$ cat src/rtl/slt_scan_unit_pkg.sv
// Shared ALU definitions used by the multi-cycle set-less-than path.
package slt_scan_unit_pkg;

    localparam int WIDTH_DEFAULT = 32;

    // ALU opcodes that steer signed_mode upstream of this unit.
    localparam logic [3:0] OP_SLT  = 4'b0010;
    localparam logic [3:0] OP_SLTU = 4'b0011;

    typedef enum logic [1:0] {
        IDLE = 2'b00,
        SCAN = 2'b01,
        DONE = 2'b10
    } state_e;

    // Resolve less-than from the first differing bit. In signed mode the
    // sign bit decides in the opposite sense: the operand holding a 1 there
    // is negative and therefore the smaller one.
    function automatic logic resolve_lt(input logic signed_mode,
                                        input logic is_msb,
                                        input logic a_bit,
                                        input logic b_bit);
        logic lt;
        if (signed_mode && is_msb) begin
            lt = a_bit;
        end else begin
            lt = b_bit;
        end
        return lt;
    endfunction

endpackage

$ cat src/rtl/slt_scan_unit.sv
// Multi-cycle SLT/SLTU: latches operands and the equality vector, scans
// MSB to LSB one bit per cycle for the first mismatch, and reports lt.
module slt_scan_unit
    import slt_scan_unit_pkg::*;
#(
    parameter int WIDTH = WIDTH_DEFAULT
) (
    input  logic             clk,
    input  logic             rst_n,
    input  logic             start,
    input  logic             signed_mode,
    input  logic [WIDTH-1:0] A,
    input  logic [WIDTH-1:0] B,
    input  logic [WIDTH-1:0] eq_vec,
    output logic             busy,
    output logic             done,
    output logic             equal,
    output logic [WIDTH-1:0] Result
);

    localparam int IDX_W = $clog2(WIDTH);
    localparam logic [IDX_W-1:0] IDX_MAX = IDX_W'(WIDTH - 1);
    localparam logic [IDX_W-1:0] IDX_ONE = IDX_W'(1);

    state_e             state_q, state_d;
    logic [IDX_W-1:0]   idx_q, idx_d;
    logic [WIDTH-1:0]   a_q, a_d;
    logic [WIDTH-1:0]   b_q, b_d;
    logic [WIDTH-1:0]   eq_q, eq_d;
    logic               signed_q, signed_d;
    logic               busy_q, busy_d;
    logic               done_q, done_d;
    logic               equal_q, equal_d;
    logic               lt_q, lt_d;

    // Next-state, index counter and result resolution.
    always_comb begin
        state_d  = state_q;
        idx_d    = idx_q;
        a_d      = a_q;
        b_d      = b_q;
        eq_d     = eq_q;
        signed_d = signed_q;
        equal_d  = equal_q;
        lt_d     = lt_q;

        case (state_q)
            IDLE: begin
                if (start) begin
                    a_d      = A;
                    b_d      = B;
                    eq_d     = eq_vec;
                    signed_d = signed_mode;
                    idx_d    = IDX_MAX;
                    state_d  = SCAN;
                end else begin
                    state_d  = IDLE;
                end
            end
            SCAN: begin
                if (!eq_q[idx_q]) begin
                    lt_d    = resolve_lt(signed_q, (idx_q == IDX_MAX),
                                         a_q[idx_q], b_q[idx_q]);
                    equal_d = 1'b0;
                    state_d = DONE;
                end else if (idx_q == {IDX_W{1'b0}}) begin
                    lt_d    = 1'b0;
                    equal_d = 1'b1;
                    state_d = DONE;
                end else begin
                    idx_d   = idx_q - IDX_ONE;
                end
            end
            DONE: begin
                idx_d   = IDX_MAX;
                state_d = IDLE;
            end
            default: begin
                idx_d   = IDX_MAX;
                state_d = IDLE;
            end
        endcase

        // Status flags are derived from the next state so they are flopped
        // alongside it and line up with the state they describe.
        busy_d = (state_d != IDLE);
        done_d = (state_d == DONE);
    end

    // State, latched operands and registered outputs.
    always_ff @(posedge clk or negedge rst_n) begin
        if (!rst_n) begin
            state_q  <= IDLE;
            idx_q    <= IDX_MAX;
            a_q      <= {WIDTH{1'b0}};
            b_q      <= {WIDTH{1'b0}};
            eq_q     <= {WIDTH{1'b0}};
            signed_q <= 1'b0;
            busy_q   <= 1'b0;
            done_q   <= 1'b0;
            equal_q  <= 1'b0;
            lt_q     <= 1'b0;
        end else begin
            state_q  <= state_d;
            idx_q    <= idx_d;
            a_q      <= a_d;
            b_q      <= b_d;
            eq_q     <= eq_d;
            signed_q <= signed_d;
            busy_q   <= busy_d;
            done_q   <= done_d;
            equal_q  <= equal_d;
            lt_q     <= lt_d;
        end
    end

    assign busy   = busy_q;
    assign done   = done_q;
    assign equal  = equal_q;
    assign Result = {{(WIDTH-1){1'b0}}, lt_q};

endmodule

$ cat config.mk
export PLATFORM = sky130hd
export DESIGN_NAME = slt_scan_unit
export DESIGN_NICKNAME = d
export VERILOG_FILES = /design/src/rtl/slt_scan_unit_pkg.sv /design/src/rtl/slt_scan_unit.sv
export SDC_FILE = /design/constraint.sdc
export NUM_CORES = 1
export LEC_CHECK = 0
export BUFFER_PORTS_ARGS = -buffer_cell sky130_fd_sc_hd__clkbuf_2
export CORE_MARGIN = 2
export CORE_UTILIZATION = 45
export CTS_CLUSTER_DIAMETER = 60
export CTS_CLUSTER_SIZE = 40
export DETAILED_ROUTE_END_ITERATION = 6
export PLACE_DENSITY = 0.75
export SYNTH_ARGS = -nofsm -noshare
export SYNTH_HDL_FRONTEND = slang
export SYNTH_SLANG_ARGS = --single-unit
$ cat constraint.sdc
create_clock -name clk -period 2.2 [get_ports clk]
set_clock_uncertainty 0.15 [all_clocks]
set_input_delay 0 -clock clk [delete_from_list [all_inputs] [get_ports clk]]
set_output_delay 0 -clock clk [all_outputs]
set_load 0.03 [all_outputs]
==> run_results.csv, run 1 <==
group,metric,value,unit
yosys,yosysTopAreaCellShare,47.29,%
critical_path,regToRegStartpoint,"idx_q[0]",
power_and_ir_drop,p_comb_share,44.2,%
hold_path,hp-class,"input port to asynchronous set/reset pin",
placement,portBuffers,79,
yosys,ys_seq_area_share,50.43,%
sta,fmaxAchievable,413.2,MHz
yosys,synth.avg_cell_area,12.86,sq um
yosys,synth_enable_flop_cells,0,
critical_path,path_delay_family,"multiplexers",
floorplan,start_util,45.89,%
clock_network,htreeDepth,3,
critical_path,cp-end-kind,"register",
floorplan,core,9109,sq um
critical_path,crit_fanout,8,
power_and_ir_drop,p_switching,0.002517,W
global_routing,antenna_found_initial,0,
cells_and_area,n_antenna_cell,0,
critical_path,crit_type,"register to register",
placement,hpwl,6303,um
sta,hold_viol,0,
sta,whs,7.657,ps
drt,ant_nets,0,
cells_and_area,n_fill_cell,639,
drt,drtPass1Iterations,5,
critical_path,crit_chain,"buf_12 -> buf_8 -> mux4_2 -> mux2i_1 -> nand3_1 -> o311ai_2 -> a21oi_1 -> a32o_1",
drt,via_per_inst,5.149,
yosys,yosysWarnings,0,
clock_network,clk_latency,380,ps
placement,gp_congestion,0.8636,
floorplan,rows,35,
power_and_ir_drop,power.total,0.007021,W
power_and_ir_drop,power_density,1172,nW/um^2
clock_network,cts_max_path_buffers,2,
critical_path,critPathBufInv,2,
yosys,yosys-top-cells-area,"dfrtp_1 (47%), mux2_2 (20%), buf_4 (5.9%)",
drt,drt_iter0_drc,187,
clock_network,numCtsBuffers,9,
yosys,syn_inst,325,
floorplan,die_w,100.4,um
power_and_ir_drop,peakVddDrop,0.5602,mV
critical_path,cp_slowest_cell,"dfstp_2",
critical_path,worstSetupStartpoint,"idx_q[0]",
critical_path,startpoint_type,"register",
sta,worst_pin_slew,573.6,ps
run_status,outcome,"finished with violations",
power_and_ir_drop,seq_power_share,39.9,%
sta,rsz0062_at_grt,"yes",
sta,setup_slack,-220.0,ps
floorplan,fp.dieH,100.4,um
power_and_ir_drop,p_sw_share,35.85,%
drt,totalWireLength,10400,um
cells_and_area,synthToLayoutAreaGrowth,43.31,%
critical_path,cp_data_required_time,2310,ps
clock_network,root_buffer,"clkbuf_8",
power_and_ir_drop,pwr-share-clk,15.9,%
sta,fin_crit,2420,ps
drt,drc,0,
global_routing,grt_max_degree,45,
yosys,ys_seq_elements,84,
global_routing,grt_usage,21.88,%
drt,wl_per_cell,16.83,um
placement,dp_slack,-222.9,ps
floorplan,io_pins,135,
sta,min_period_over_period,110.0,%
drt,via_count,3182,
run,cap_violations,0,
yosys,yosysTopAreaCell,"dfrtp_1",
global_routing,grt_pass1_vias,3362,
clock_network,clkSinkCount,84,
yosys,synthArstFlopShare,100.0,%
global_routing,grt_remaining_overflow,0,
yosys,synthesis.area,4180,sq um
power_and_ir_drop,internal-power,0.004504,W
critical_path,cp.arrival,2530,ps
global_routing,grt_pass1_wl,16960,um
yosys,yosys.cell_types.count,42,
yosys,ys.flop_type,"dfrtp_1",
sta,setup_viol,8,
run_status,violations,"negative setup slack",
cells_and_area,multi_input_area,2009,sq um
cells_and_area,fin_nets,605,
clock_network,path_clk_slew,100,ps
sta,slew-limit-headroom,61.46,%
cells_and_area,layout-drive-gt1-share,46.94,%
cells_and_area,ff_latch_area,2108,sq um
critical_path,critPathMaxStageDelay,630,ps
floorplan,die-area,10080,sq um
sta,slew_viol_final,0,
clock_network,cts_tree,"done",
power_and_ir_drop,p_leak,2.764,nW
[final timing paths]
path | cells past startpoint | slack [ps] | end
hold / removal | 2 | 8 | b_q[26]
min in group clk | 3 | 230 | b_q[21]
setup / recovery | 8 | -220 | lt_q
setup reg to reg | 8 | -220 | lt_q
max in group asynchronous | 3 | 1210 | idx_q[1]
hold reg to reg | 1 | 360 | b_q[10]
[power groups by stage]
stage | Sequential (W) | Clock, W | Combinational, W
floorplan | 0.00261 | 0 | 0.00201
global placement | 0.00277 | 0 | 0.00248
detailed placement | 0.00281 | 0 | 0.00255
CTS | 0.00278 | 0.00114 | 0.00292
global route | 0.00289 | 0.00119 | 0.00332
finish | 0.00280 | 0.00112 | 0.00310
[cell type report]
| type | instances | share of cell area, % |
|---|---|---|
| Clock inverter | 7 | 1.274 |
| Inverter | 5 | 0.3133 |
| Tap cell | 111 | 2.318 |
| Clock buffer | 9 | 2.068 |
| Multi-Input combinational cell | 215 | 33.54 |
| Timing Repair Buffer | 187 | 25.29 |
| Sequential cell | 84 | 35.19 |
[through the flow]
| step | cell area (sq um) | instances | setup TNS [ps] | utilization [%] |
|---|---|---|---|---|
| 4_1_cts | 5873 | 612 | -832.6 | 64.48 |
| 2_1_floorplan | 4307 | 355 | -33.77 | - |
| 3_5_place_dp | 4750 | 513 | -1569 | 52.14 |
| 3_3_place_gp | 4750 | 513 | -1318 | 52.14 |
| 5_1_grt | 5991 | 618 | -2004 | 65.77 |
| 6_report | 5991 | 618 | -1238 | 65.77 |
[flip-flops by register name, summed over array words and instances (netlist names)]
register,flops
b_q,32
equal,1
busy,1
state_q,2
lt_q,1
a_q,8
done,1
signed_q,1
eq_q,32
idx_q,5
[cells by family (layout without fill, tap and decap cells)]
kind of cell | Yosys count | after routing | synth area share [%]
buffers and inverters | 57 | 208 | 8.321
flip-flops | 84 | 84 | 50.43
AND/OR/NAND/NOR | 47 | 47 | 5.837
multiplexers | 99 | 99 | 28.08
adder cells (fa/ha/maj) | 3 | 3 | 0.8980
other | 1 | 31 | 0.08971
AO/OA/AOI/OAI | 34 | 35 | 6.346
[repair_timing]
action | in CTS | in global routing
pin swaps | 16 | 10
gates cloned | 1 | 0
hold buffers | 75 | 0
endpoints found under the setup margin | 10 | 10
resized for setup | 19 | 11
buffers inserted | 7 | 6
hold endpoints to repair | 160 | 0
[cells in the final DEF (no fill, tap or decap), types with 2 or more instances in the layout]
| cell type | netlist | layout |
|---|---|---|
| o22ai_1 | 3 | 2 |
| inv_6 | 0 | 2 |
| and2b_1 | 3 | 2 |
| a211oi_2 | 0 | 2 |
| clkbuf_8 | 0 | 9 |
| inv_1 | 4 | 4 |
| mux2_2 | 75 | 74 |
| nand3_1 | 5 | 4 |
| mux2i_1 | 16 | 14 |
| nand2b_1 | 4 | 4 |
| a211oi_1 | 6 | 4 |
| a311oi_4 | 1 | 3 |
| ha_1 | 3 | 3 |
| a22oi_2 | 0 | 2 |
| buf_8 | 0 | 2 |
| nor2b_1 | 3 | 3 |
| buf_4 | 33 | 23 |
| buf_12 | 0 | 8 |
| inv_8 | 0 | 3 |
| nor2_1 | 7 | 5 |
| and3_1 | 2 | 2 |
| nand4_1 | 3 | 3 |
| dlygate4sd3_1 | 0 | 75 |
| nor2_4 | 0 | 2 |
| nand2_1 | 10 | 10 |
| nor3_1 | 6 | 6 |
| mux2i_2 | 0 | 2 |
| clkbuf_2 | 0 | 78 |
| dfrtp_1 | 79 | 79 |
| nand3b_1 | 2 | 2 |
| mux4_2 | 7 | 7 |
| a21oi_1 | 9 | 7 |
| a2111oi_4 | 0 | 2 |
| dfstp_2 | 5 | 5 |
| conb_1 | 1 | 31 |
[metal layers]
metal / global-route usage, % / share of wire, % / up-vias
li1: - / - / 1478
met1: 27.74 / 42 / 1552
met2: 37.38 / 51 / 126
met3: 4.318 / 4.7 / 26
met4: 7.798 / 2.6 / 0
met5: 0 / 0 / -
[cell usage after synthesis (2+ instances only)]
library cell	instances
a211oi_1	6
a21oi_1	9
a22oi_1	3
and2b_1	3
and3_1	2
buf_2	8
buf_4	33
clkbuf_1	11
dfrtp_1	79
dfstp_2	5
ha_1	3
inv_1	4
mux2_2	75
mux2i_1	16
mux4_2	7
nand2_1	10
nand2b_1	4
nand3_1	5
nand3b_1	2
nand4_1	3
nor2_1	7
nor2b_1	3
nor3_1	6
o22ai_1	3
(Power assumes the default switching activity.)
==> run 2: changes to the inputs <==
- CELL_PAD_IN_SITES_DETAIL_PLACEMENT: unset -> 2
- CELL_PAD_IN_SITES_GLOBAL_PLACEMENT: unset -> 2
- CORE_UTILIZATION: 45 -> 29
- PLACE_DENSITY: 0.75 -> unset
- PLACE_DENSITY_LB_ADDON: unset -> 0.1
- SKIP_CTS_REPAIR_TIMING: unset -> 1
==> run_results.csv, run 2 (same netlist as run 1, synthesis figures left out) <==
group,metric,value,unit
global_routing,grt_remaining_overflow,0,
sta,worst_pin_slew,633.7,ps
critical_path,ff2ff_path_depth,9,
sta,fin_crit,2462,ps
clock_network,path_clk_slew,60,ps
global_routing,grt_pass1_vias,3141,
clock_network,numCtsBuffers,9,
floorplan,die_w,124.1,um
run_status,violations,"negative setup slack",
floorplan,rows,43,
sta,whs,75.79,ps
power_and_ir_drop,power.total,0.007093,W
power_and_ir_drop,peakVddDrop,0.4667,mV
clock_network,cts_tree,"done",
critical_path,crit_type,"register to register",
critical_path,cp.arrival,2550,ps
drt,via_per_inst,4.612,
cells_and_area,final_cells,688,
critical_path,startpoint_type,"register",
sta,slew-limit-headroom,57.75,%
global_routing,grt_pass1_wl,17330,um
global_routing,grt_max_degree,47,
floorplan,start_util,29.88,%
critical_path,cp_slowest_cell,"dfstp_2",
placement,gp_congestion,0.8142,
drt,totalWireLength,11950,um
floorplan,core,13990,sq um
run,cap_violations,0,
placement,portBuffers,79,
cells_and_area,fin_util,43.03,%
drt,drc,0,
cells_and_area,n_fill_cell,1446,
critical_path,cp-end-kind,"register",
critical_path,reg2reg_slack,-260,ps
global_routing,grt_usage,15.20,%
placement,hpwl,8103,um
sta,tns,-1752,ps
placement,dp.cells,595,
cells_and_area,most-common-layout-cells,"dfrtp_1 (79), clkbuf_2 (78), mux2_2 (75), dlygate4sd3_1 (75), conb_1 (31)",
clock_network,cts_max_path_buffers,2,
drt,drt_iter0_drc,82,
critical_path,reg2reg_to,"idx_q[3]",
sta,min_period_over_period,111.9,%
power_and_ir_drop,power_density,1178,nW/um^2
clock_network,clkSinkCount,84,
floorplan,fp.dieH,124.1,um
drt,via_count,3173,
power_and_ir_drop,p_leak,2.749,nW
critical_path,crit_fanout,8,
critical_path,cp_data_required_time,2290,ps
critical_path,regToRegStartpoint,"idx_q[3]",
cells_and_area,reg_top3,"b_q (32), eq_q (32), a_q (8)",
cells_and_area,fin_nets,606,
cells_and_area,synthToLayoutAreaGrowth,44.00,%
clock_network,clk_latency,340,ps
critical_path,crit_chain,"buf_12 -> mux2i_1 -> a22oi_1 -> nand4_1 -> o22ai_2 -> a311oi_4 -> buf_2 -> o41ai_1 -> o211ai_1",
clock_network,root_buffer,"clkbuf_16",
sta,fmaxAchievable,406.1,MHz
floorplan,io_pins,135,
floorplan,die-area,15390,sq um
drt,ant_nets,0,
clock_network,htreeDepth,3,
drt,wl_per_cell,17.37,um
global_routing,antenna_found_initial,1,
run_status,outcome,"finished with violations",
sta,rsz0062_at_grt,"yes",
sta,hold_viol,0,
sta,setup_slack,-262.4,ps
cells_and_area,layout-drive-gt1-share,45.17,%
hold_path,hp-class,"input port to asynchronous set/reset pin",
critical_path,critPathMaxStageDelay,660,ps
sta,slew_viol_final,0,
drt,drtPass1Iterations,4,
sta,setup_viol,10,
cells_and_area,layout_commonest_cell,"dfrtp_1",
run 2: final cells by class:
cell class	count	area, sq um	share of cell area [%]
sequential	84	2108	35.02
multi-input combinational	214	1951	32.40
timing repair buffer	189	1463	24.30
clock buffer	12	236.5	3.929
tap	180	225.2	3.741
inverter	5	18.77	0.3118
clock inverter	3	15.01	0.2494
antenna	1	2.502	0.04157
run 2: worst max-delay path by stage:
stage	start	to	cells past startpoint
after floorplan	idx_q[0]	lt_q	6
after global placement	idx_q[3]	lt_q	7
after detailed placement	idx_q[3]	lt_q	7
after CTS	idx_q[3]	lt_q	7
after global routing	idx_q[3]	idx_q[1]	9
final	idx_q[3]	idx_q[3]	9
run 2: worst max-delay path: cells and delay by family (launching register included):
family          cells  cell delay, ps
flops               1             660
buf+inv             2             350
mux                 1             100
compound gates      5             960
simple gates        1             130
run 2: power breakdown:
part	internal [W]	total, W	switching [W]
combinational	0.00163	0.00290	0.00128
clock	0.000754	0.00134	0.000586
sequential	0.00231	0.00285	0.000536
total	0.00470	0.00709	0.00240
run 2: layer usage:
layer  routed length, um  part of all wire (%)  track usage, %
met5                   0                     0               0
met4                 174                   1.5           3.371
met3                 499                   4.2           4.716
met2                6187                    52           25.55
met1                5089                    43           19.20
run 2: stage by stage:
step / setup slack (ps) / area [sq um]
after floorplan: -25.98 / 4307
after global placement: -336.0 / 4896
after detailed placement: -359.2 / 4896
after CTS: -377.7 / 5147
after global routing: -361.3 / 6020
final: -262.4 / 6020
==> run 3: changes to the inputs <==
- CORE_UTILIZATION: 29 -> 32
- PLACE_DENSITY: unset -> 0.88
- PLACE_DENSITY_LB_ADDON: 0.1 -> unset
- clock period: 2.2 -> 2.4 ns (I/O delays scaled with it)
==> run_results.csv, run 3 (same netlist as run 1, synthesis figures left out) <==
group,metric,value,unit
drt,via_per_inst,4.807,
power_and_ir_drop,power_density,1172,nW/um^2
critical_path,cp-end-kind,"register",
floorplan,core,12670,sq um
sta,fin_crit,2630,ps
global_routing,met3_usage,4.875,%
critical_path,cp_data_required_time,2520,ps
floorplan,die_w,118.3,um
sta,hold_viol,0,
cells_and_area,layout-drive-gt1-share,48.23,%
clock_network,cts_max_path_buffers,2,
drt,drtPass1Iterations,4,
global_routing,top_usage_layer,"met2",
drt,drt_iter0_drc,151,
global_routing,met2_usage,29.26,%
critical_path,crit_type,"register to register",
power_and_ir_drop,peakVddDrop,0.5972,mV
cells_and_area,fin_nets,606,
cells_and_area,synthToLayoutAreaGrowth,47.92,%
drt,ant_nets,0,
drt,totalWireLength,15320,um
cells_and_area,most-common-layout-cells,"dfrtp_1 (79), clkbuf_2 (78), mux2_2 (75), dlygate4sd3_1 (75), conb_1 (31)",
sta,rsz0062_at_grt,"yes",
global_routing,grt_pass1_wl,18060,um
floorplan,io_pins,135,
clock_network,numCtsBuffers,9,
global_routing,grt_usage,16.82,%
critical_path,cp_slowest_cell,"dfstp_2",
power_and_ir_drop,p_leak,2.788,nW
sta,fmaxAchievable,380.2,MHz
clock_network,clk_latency,360,ps
critical_path,cp.arrival,2750,ps
sta,setup_slack,-230.1,ps
global_routing,use_met1,20.09,%
sta,worst_pin_slew,695.0,ps
run,cap_violations,0,
hold_path,hp-class,"input port to asynchronous set/reset pin",
sta,tns,-875.3,ps
global_routing,antenna_found_initial,0,
clock_network,cts_tree,"done",
sta,min_period_over_period,109.6,%
cells_and_area,layout_commonest_cell,"dfrtp_1",
run_status,violations,"negative setup slack",
critical_path,startpoint_type,"register",
critical_path,path_delay_family,"compound AO/OA/AOI/OAI gates",
critical_path,critPathMaxStageDelay,650,ps
floorplan,fp.dieH,118.3,um
cells_and_area,reg_top3,"b_q (32), eq_q (32), a_q (8)",
global_routing,grt_max_degree,44,
placement,hpwl,8176,um
clock_network,clkSinkCount,84,
cells_and_area,n_antenna_cell,0,
global_routing,grt_pass1_vias,3306,
run_status,outcome,"finished with violations",
drt,drc,0,
clock_network,path_clk_slew,70,ps
placement,dp_slack,-107.5,ps
global_routing,grt_remaining_overflow,0,
placement,gp_congestion,0.8541,
floorplan,start_util,32.99,%
critical_path,critPathBufInv,2,
sta,slew-limit-headroom,53.31,%
drt,wl_per_cell,22.53,um
sta,whs,43.44,ps
floorplan,die-area,13990,sq um
critical_path,crit_chain,"buf_4 -> mux2i_1 -> a211oi_1 -> nand3_1 -> a21oi_2 -> a311oi_4 -> buf_6 -> o41a_1 -> o22ai_1",
clock_network,htreeDepth,3,
sta,slew_viol_final,0,
placement,portBuffers,79,
floorplan,rows,41,
clock_network,root_buffer,"clkbuf_16",
sta,setup_viol,7,
critical_path,crit_fanout,5,
drt,via_count,3269,
run 3: final timing paths:
check | startpoint | endpoint | slack (ps) | cells past startpoint
min in group clk | B[18] | b_q[18] | 270 | 3
worst max-delay path | idx_q[1] | idx_q[4] | -230 | 9
worst max register to register | idx_q[1] | idx_q[4] | -230 | 9
worst min-delay path | rst_n | b_q[14] | 40 | 2
max in group asynchronous | rst_n | idx_q[0] | 1360 | 3
worst min register to register | b_q[23] | b_q[23] | 360 | 1
run 3: worst reg2reg max path, stage by stage (launching register included):
cell      delay, ps
dfstp_2         650
buf_4           170
mux2i_1         100
a211oi_1        260
nand3_1         150
a21oi_2         200
a311oi_4         90
buf_6           170
o41a_1          380
o22ai_1         220
run 3: final cells by class:
| class | instances | area, sq um |
|---|---|---|
| flip-flops and latches | 84 | 2112 |
| fillers | 1262 | 6487 |
| well taps | 172 | 215.2 |
| inverters | 5 | 18.77 |
| clock buffers | 10 | 229.0 |
| multi-input cells | 214 | 2023 |
| repair buffers | 189 | 1520 |
| clock inverters | 6 | 65.06 |
run 3: routing by layer:
metal	up-vias	wire, um
li1	1465	-
met1	1644	5650
met2	123	8465
met3	37	691
met4	0	513
met5	-	0
run 3: stage by stage:
step	utilization, %	instance area [sq um]	instances	power (W)
floorplan	-	4293	355	0.004219
global placement	37.82	4792	575	0.004807
detailed placement	37.82	4792	575	0.005035
CTS	40.14	5086	591	0.006490
global route	48.80	6183	680	0.007613
finish	48.80	6183	680	0.007248
run 3: where the power goes:
group          internal [W]  switching, W
Sequential          0.00212      0.000595
Clock              0.000808      0.000641
Combinational       0.00167       0.00140
Total               0.00461       0.00264
